[src/rtl/alu_pkg.sv]
// Shared definitions for the pipelined ALU: op encodings, flag bit positions
// and the segment-width helper used to split the adder across stages.
package alu_pkg;

  typedef enum logic [2:0] {
    OP_AND = 3'b000,
    OP_OR  = 3'b001,
    OP_ADD = 3'b010,
    OP_XOR = 3'b011,
    OP_SHL = 3'b100,
    OP_SHR = 3'b101
  } alu_op_e;

  localparam int NZCV_N = 3;
  localparam int NZCV_Z = 2;
  localparam int NZCV_C = 1;
  localparam int NZCV_V = 0;

  function automatic int seg_width(input int width, input int stages);
    return width / stages;
  endfunction

endpackage

[src/rtl/cla_segment.sv]
// SEG-bit carry-lookahead adder built from 4-bit lookahead groups; groups are
// chained, so each bit's carry is a flat sum-of-products from its group carry-in.
module cla_segment #(
  parameter int SEG = 16
) (
  input  logic [SEG-1:0] i_a,
  input  logic [SEG-1:0] i_b,
  input  logic           i_c,
  output logic [SEG-1:0] o_sum,
  output logic           o_c,
  output logic           o_c_msb
);

  logic [SEG-1:0] w_g;
  logic [SEG-1:0] w_p;

  assign w_g = i_a & i_b;
  assign w_p = i_a ^ i_b;

  for (genvar i = 0; i < SEG; i++) begin : g_bit
    localparam int BASE = (i / 4) * 4;
    logic       w_ci;
    logic       w_co;
    logic [4:0] w_t;

    if (i == 0) begin : g_first
      assign w_ci = i_c;
    end else begin : g_chain
      assign w_ci = g_bit[i-1].w_co;
    end

    // Term d: generate at bit i-d propagated through bits i..i-d+1.
    for (genvar d = 0; d < 4; d++) begin : g_term
      if (d == 0) begin : g_gen
        assign w_t[d] = w_g[i];
      end else if (i - d >= BASE) begin : g_prop
        assign w_t[d] = w_g[i-d] & (&w_p[i -: d]);
      end else begin : g_none
        assign w_t[d] = 1'b0;
      end
    end

    assign w_t[4]   = (&w_p[i:BASE]) & g_bit[BASE].w_ci;
    assign w_co     = |w_t;
    assign o_sum[i] = w_p[i] ^ w_ci;
  end

  assign o_c     = g_bit[SEG-1].w_co;
  assign o_c_msb = g_bit[SEG-1].w_ci;

endmodule

[src/rtl/alu_pipe.sv]
// Pipelined ALU with NZCV flags: the add is split into STAGES lookahead
// segments with the carry registered between them; the whole pipe stalls together.
module alu_pipe
  import alu_pkg::*;
#(
  parameter int WIDTH  = 64,
  parameter int STAGES = 4,
  parameter int SHW    = $clog2(WIDTH)
) (
  input  logic             clk,
  input  logic             reset,
  input  logic             in_valid,
  output logic             in_ready,
  input  logic [WIDTH-1:0] A,
  input  logic [WIDTH-1:0] B,
  input  logic [4:0]       FS,
  input  logic             C_in,
  output logic             out_valid,
  input  logic             out_ready,
  output logic [WIDTH-1:0] F,
  output logic [3:0]       nzcv
);

  localparam int SEG = seg_width(WIDTH, STAGES);

  logic             w_adv;
  logic [WIDTH-1:0] w_ai;
  logic [WIDTH-1:0] w_bi;
  logic [WIDTH-1:0] w_logic;

  assign w_ai     = FS[0] ? ~A : A;
  assign w_bi     = FS[1] ? ~B : B;
  assign w_adv    = !out_valid || out_ready;
  assign in_ready = w_adv;

  // Shifts use the raw B as the amount; ADD starts from zero and is filled per segment.
  always_comb begin
    // NOTE: every always_comb output gets a default first so no path can infer a latch.
    w_logic = '0;
    case (FS[4:2])
      OP_AND:  w_logic = w_ai & w_bi;
      OP_OR:   w_logic = w_ai | w_bi;
      OP_XOR:  w_logic = w_ai ^ w_bi;
      OP_SHL:  w_logic = w_ai << B[SHW-1:0];
      OP_SHR:  w_logic = w_ai >> B[SHW-1:0];
      default: w_logic = '0;
    endcase
  end

  for (genvar k = 0; k < STAGES; k++) begin : g_stage
    localparam int REM = WIDTH - k * SEG;
    logic             w_v;
    logic [2:0]       w_op;
    logic [WIDTH-1:0] w_res;
    logic [REM-1:0]   w_a;
    logic [REM-1:0]   w_b;
    logic             w_c;
    logic [SEG-1:0]   w_sum;
    logic             w_co;
    logic [WIDTH-1:0] w_res_nxt;

    if (k == 0) begin : g_src0
      assign w_v   = in_valid;
      assign w_op  = FS[4:2];
      assign w_res = w_logic;
      assign w_a   = w_ai;
      assign w_b   = w_bi;
      assign w_c   = C_in;
    end else begin : g_srcn
      assign w_v   = g_stage[k-1].g_fwd.r_valid;
      assign w_op  = g_stage[k-1].g_fwd.r_op;
      assign w_res = g_stage[k-1].g_fwd.r_res;
      assign w_a   = g_stage[k-1].g_fwd.r_a;
      assign w_b   = g_stage[k-1].g_fwd.r_b;
      assign w_c   = g_stage[k-1].g_fwd.r_c;
    end

    always_comb begin
      w_res_nxt = w_res;
      if (w_op == OP_ADD) w_res_nxt[k*SEG +: SEG] = w_sum;
    end

    if (k < STAGES - 1) begin : g_fwd
      logic                 w_msb_carry_unused;
      logic                 r_valid;
      logic [2:0]           r_op;
      logic [WIDTH-1:0]     r_res;
      logic [REM-SEG-1:0]   r_a;
      logic [REM-SEG-1:0]   r_b;
      logic                 r_c;

      cla_segment #(.SEG(SEG)) u_cla (
        .i_a(w_a[SEG-1:0]), .i_b(w_b[SEG-1:0]), .i_c(w_c),
        .o_sum(w_sum), .o_c(w_co), .o_c_msb(w_msb_carry_unused)
      );

      always_ff @(posedge clk) begin
        // NOTE: sequential state uses non-blocking assignments so every stage samples pre-edge values.
        if (reset)      r_valid <= 1'b0;
        else if (w_adv) r_valid <= w_v;
      end

      // NOTE: datapath registers carry no reset; the valid bits alone decide what is meaningful.
      always_ff @(posedge clk) begin
        if (w_adv) begin
          r_op  <= w_op;
          r_res <= w_res_nxt;
          r_a   <= w_a[REM-1:SEG];
          r_b   <= w_b[REM-1:SEG];
          r_c   <= w_co;
        end
      end
    end else begin : g_last
      logic             w_cmsb;
      logic [3:0]       w_flags;
      logic             r_valid;
      logic [WIDTH-1:0] r_res;
      logic [3:0]       r_nzcv;

      cla_segment #(.SEG(SEG)) u_cla (
        .i_a(w_a[SEG-1:0]), .i_b(w_b[SEG-1:0]), .i_c(w_c),
        .o_sum(w_sum), .o_c(w_co), .o_c_msb(w_cmsb)
      );

      // Signed overflow is the carry into the MSB differing from the carry out.
      always_comb begin
        w_flags         = '0;
        w_flags[NZCV_N] = w_res_nxt[WIDTH-1];
        w_flags[NZCV_Z] = ~|w_res_nxt;
        if (w_op == OP_ADD) begin
          w_flags[NZCV_C] = w_co;
          w_flags[NZCV_V] = w_co ^ w_cmsb;
        end
      end

      always_ff @(posedge clk) begin
        if (reset) begin
          r_valid <= 1'b0;
          r_res   <= '0;
          r_nzcv  <= '0;
        end else if (w_adv) begin
          r_valid <= w_v;
          r_res   <= w_res_nxt;
          r_nzcv  <= w_flags;
        end
      end
    end
  end

  assign out_valid = g_stage[STAGES-1].g_last.r_valid;
  assign F         = g_stage[STAGES-1].g_last.r_res;
  assign nzcv      = g_stage[STAGES-1].g_last.r_nzcv;

endmodule

[config.mk]
export PLATFORM = sky130hd
export DESIGN_NAME = alu_pipe
export DESIGN_NICKNAME = d
export VERILOG_FILES = /design/src/rtl/alu_pkg.sv /design/src/rtl/cla_segment.sv /design/src/rtl/alu_pipe.sv
export SDC_FILE = /design/constraint.sdc
export NUM_CORES = 1
export LEC_CHECK = 0
export CAP_MARGIN = 20
export CORE_AREA = 2 2 277 333
export CTS_CLUSTER_DIAMETER = 50
export DETAILED_ROUTE_END_ITERATION = 8
export DIE_AREA = 0 0 279 335
export MAX_ROUTING_LAYER = met4
export PLACE_DENSITY = 0.56
export SYNTH_ARGS = -nofsm -noshare
export SYNTH_HDL_FRONTEND = slang
export SYNTH_SLANG_ARGS = --single-unit
[constraint.sdc]
create_clock -name clk -period 56.9 [get_ports clk]
set_input_delay 11.38 -clock clk [delete_from_list [all_inputs] [get_ports clk]]
set_output_delay 11.38 -clock clk [all_outputs]
set_load 0.005 [all_outputs]
# Word-level counts from Yosys, hierarchy flattened
# Index checks and enable logic that the tools add are counted.
[word_totals] regBits=468 output_inout_bits=70 wordCells=442 in_bits=138
[classes] eq_ne=8 mux=8 shifts=2 n_bitwise=238 n_reduce_logical=165
[ops] operator="one-hot mux 64 bit (5 select lines)" count=1
[ops] operator="AND 1 bit" count=160
[ops] operator="2-to-1 mux 64 bit" count=2
[ops] operator="inverter 64 bit" count=2
[ops] operator="AND reduction 2 bit" count=48
[ops] operator="AND reduction 3 bit" count=32
[ops] operator="OR reduction 5 bit" count=16
[ops] operator="XOR 1 bit" count=65
[ops] operator="AND 16 bit" count=4
[ops] operator="AND 64 bit" count=1
[ops] operator="2-to-1 mux 16 bit" count=4
[ops] operator="OR 64 bit" count=1
[ops] operator="AND reduction 4 bit" count=16
[ops] operator="OR reduction 4 bit" count=16
[ops] operator="OR reduction 64 bit" count=1
[ops] operator="left shift 64 x 6 -> 64 bit" count=1
[ops] operator="right shift 64 x 6 -> 64 bit" count=1
[ops] operator="XOR 16 bit" count=4
[ops] operator="XOR 64 bit" count=1
[ops] operator="OR reduction 3 bit" count=16
[ops] operator="OR reduction 2 bit" count=16
[ops] operator="equality test 3 x 2 -> 1 bit, second input constant" count=5
[ops] operator="equality test 3 bit, second input constant" count=2
[ops] operator="equality test 3 x 1 -> 1 bit, second input constant" count=1
[ops] operator="other kinds (4)" count=5

# Longest topological paths before layout
[depth] ltp_word=14 ltp_mapped=19 mapped_depth_nobuf=15

# Cells and area by module
# From an unflattened synthesis, not the netlist that was laid out.
[unflattened] hier_cells=3211 area_unflattened_um2=33564.7
[by_module_without_submodules] module="alu_pipe" area_per_inst_um2=30967.2 seq_area_each_um2=13312.8 n_inst=1 cells_per_inst=2919
[by_module_without_submodules] module="cla_segment" area_per_inst_um2=649.4 seq_area_each_um2=0.0 n_inst=4 cells_per_inst=73

# Least setup slack after synthesis
# Ideal clock, no wire load.
[synth_timing] path_kind="in2out" from="input port out_ready" to="output port in_ready" cell_stages=3 path_slack_ns=23.065 arrival_ns=22.455 n_path_buf=1 cell_sequence="nor2b_1 inv_2 clkbuf_1"
[synth_between] elab_chain_len=1
[synth_lines] item="start, declared" line_no="alu_pipe.sv:19" source="input logic out_ready,"
[synth_lines] item="logical OR 1 bit" line_no="alu_pipe.sv:33" source="assign w_adv = !out_valid || out_ready;"
[synth_lines] item="end, declared" line_no="alu_pipe.sv:13" source="output logic in_ready,"
# Every way passes these cells.

# Final worst setup path
# Same ends and word-level chain as after synthesis.

==> flow_summary.toml <==
[worst_setup_path]
reg2reg_from = "g_stage[2].g_fwd.r_a[0]"
cp_data_arrival_time_ns = 13.02
critPathKind = "in2out"
critPathCaptureType = "output port"
rr_endpoint = "nzcv[2]"
path_max_fanout = 82
reg2reg_slack_ns = 52.59
cp.required_ns = 45.52
worstSetupStartpointType = "primary input"
r2r_cells = 15

[floorplan]
die_h_um = 335
core_um2 = 90400
start_util = 0.347
die_area_um2 = 93500
pin_count = 208
rows = 121
die_w_um = 279

[placed_design]
port_buffers = 207
routabilityCongestion = 1.01
dpl_worst_slack_ns = 32.49
dp_hpwl_um = 89200

[sta]
clock.fmax_mhz = 41.0
fin_tns_setup_ns = 0
setup_slack_ns = 32.50
post-route-min-period_ns = 24.40
relSlewSlack = 0.182
setup_viol = 0
fin_worst_skew_ns = 0.0194
rsz0062_at_grt = "false"
slew_violations = 0
hold_viol = 0
max_slew.worst_pin.slew_ns = 1.22
post-route-period-util = 0.429

[pwr]
max-vdd-ir-drop_mv = 0.0243
switching_power_uw = 347
p_seq_frac = 0.418
p_sw_frac = 0.328
p_per_area_nw_per_um2 = 29.5
combinationalPowerShare = 0.295
clock_power_share = 0.287
power_mw = 1.06
leakagePower_nw = 14.5
internal-power_uw = 711

[cells_and_area]
drive_gt1_frac = 0.0867
nNetsFinal = 3410
fillCellCount = 8825
multi_input_area_um2 = 16400
seqCellArea_um2 = 13300
area_delta_synth_final_pct = 14.2

[detailed_routing]
num_vias = 23608
routedWlPerCell_um = 26.9
firstDrtPassIters = 5
drt_wl_total_um = 115000
drtIter0Drc = 2117
viasPerCell = 5.51
drc_errors = 0
antenna_left = 0

[job]
drv_cap = 0

[grt]
overflow = 0
grt_pass1_wl_um = 164000
grt_usage = 0.249
grt_max_degree = 174
antenna_found_initial = 4
grt_pass1_vias = 22747

[clock_tree]
tritoncts = "yes"
clockBufferDepth = 3
cts.root.buffer_cell = "clkbuf_16"
cts.repair.resized = 0
hold_buffers = 0
htreeDepth = 2
clk_latency_ns = 0.58
clk_pin_slew_ns = 0.06
cts_inserted_buffers = 46
cts.sinks = 467
postCtsSetupBuffers = 0

[yosys]
syn_inst = 2979
syn_nets = 3309
async_reset_ff_frac = 0
synth_edf_count = 396
syn_area_per_cell_um2 = 10.5
synth_seq_cells = 467
synth_warnings = 0
syn-cell-area_um2 = 31400
ys_types = 76
synthFlopType = "edfxtp_1"
yosysSeqAreaShare = 0.424

[worst_hold_path]
holdPathEnd = "g_stage[1].g_fwd.r_a[10]"
worstHoldPathType = "reg2reg"
min_from = "g_stage[0].g_fwd.r_a[26]"
hold-path-cell-count = 0

[run_status]
status = "finished clean"
power by group through the flow:
stage | Sequential (mW) | Combinational [mW] | Clock (mW)
final | 0.442 | 0.312 | 0.304
after global routing | 0.447 | 0.333 | 0.326
after CTS | 0.443 | 0.309 | 0.314
after detailed placement | 0.450 | 0.308 | 0
after global placement | 0.449 | 0.306 | 0
after floorplan | 0.444 | 0.184 | 0
registers in the layout (all words and copies together), names as in the netlist:
signal                 cells
F                         64
nzcv                       3
g_stage.g_fwd.r_c          3
g_stage.g_fwd.r_op         9
g_stage.g_fwd.r_valid      3
g_stage.g_fwd.r_res      192
out_valid                  1
g_stage.g_fwd.r_b         96
g_stage.g_fwd.r_a         96
Yosys cell counts (all sizes together), types with 5 or more instances:
master	count	area, µm²
inv	176	661
o21a	10	75.1
clkbuf	105	394
fa	16	320
nand2	336	1260
a211oi	63	473
a21oi	224	1140
edfxtp	396	11900
nor2b	5	31.3
o22ai	35	219
mux2	26	297
xor2	167	1460
a221o	16	160
o211ai	25	188
a211o	12	105
or3	8	50.1
o32ai	7	61.3
o21ai	124	621
nand3	16	80.1
nand4	7	43.8
a221oi	11	103
a311oi	6	52.6
and3	5	31.3
nand2b	15	93.8
dfxtp	71	1420
o21bai	8	60.1
xnor2	114	1010
ha	176	2200
mux4	81	1820
nor2	229	862
a31oi	16	100
and2	11	68.8
o22a	7	61.3
mux2i	238	2450
nor3	20	100
a21o	12	90.1
o221ai	24	210
buf	100	622
nor4	17	106
worst max-delay path: stages:
cell and delay, ns:
clkdlybuf4s50_1 0.50, nor2b_4 0.08, inv_8 0.33, clkdlybuf4s50_1 0.61
cells in the final DEF (no fill, tap or decap), types with 17 or more instances in the layout:
cell	synthesis	final
edfxtp_1	396	396
nand2_1	336	336
mux2i_1	232	232
nor2_1	228	228
a21oi_1	219	219
clkdlybuf4s50_1	0	196
ha_1	176	176
inv_1	171	170
xor2_1	167	167
xnor2_1	112	112
o21ai_0	110	110
mux4_2	81	81
dfxtp_1	71	71
a211oi_1	63	63
buf_4	16	52
clkbuf_16	0	46
o22ai_1	35	35
mux2_2	25	25
o211ai_1	25	25
o221ai_1	24	24
nor3_1	20	19
nor4_1	17	17
per-stage QoR:
stage | cell area, µm² | instances | hold slack (ns) | util
after floorplan | 31400 | 2979 | 0.400 | -
after global placement | 34300 | 4198 | 0.401 | 0.379
after detailed placement | 34300 | 4199 | 0.405 | 0.379
after CTS | 35800 | 4282 | 0.397 | 0.396
after global routing | 35800 | 4287 | 0.418 | 0.396
final | 35800 | 4287 | 0.401 | 0.396
logic make-up (layout without fill, tap and decap cells):
family,count (synthesis),in the layout,share of synthesized area
XOR/XNOR,281,281,0.0789
multiplexers,345,345,0.146
flip-flops,467,467,0.424
other,0,4,0
AO/OA/AOI/OAI,626,626,0.126
adder cells (fa/ha/maj),192,192,0.0804
AND/OR/NAND/NOR,686,686,0.0912
buffers and inverters,382,518,0.0536
layer usage:
| metal | GRT usage | part of all wire | wire [µm] | vias up |
|---|---|---|---|---|
| met2 | 0.403 | 0.47 | 54500 | 844 |
| met1 | 0.327 | 0.44 | 50700 | 11621 |
| li1 | - | - | - | 10966 |
| met4 | 0.0906 | 0.040 | 4640 | 0 |
| met3 | 0.0235 | 0.047 | 5400 | 177 |
| met5 | - | 0 | 0 | - |
worst max-delay path by stage:
stage | slack (ns) | startpoint | endpoint | depth (start not counted)
finish | 32.50 | out_ready | in_ready | 4
global route | 32.42 | out_ready | in_ready | 4
CTS | 32.48 | out_ready | in_ready | 4
detailed placement | 32.49 | out_ready | in_ready | 4
global placement | 32.49 | out_ready | in_ready | 4
floorplan | 23.06 | out_ready | in_ready | 3
cell type report:
class | instances | area share
sequential | 467 | 0.372
inverter | 177 | 0.0189
clock buffer | 57 | 0.0338
multi-input combinational | 2130 | 0.458
antenna | 4 | 0.000279
tap | 1168 | 0.0408
clock inverter | 26 | 0.00842
timing repair buffer | 258 | 0.0685
Note: power is estimated with default switching activity, not from simulation.
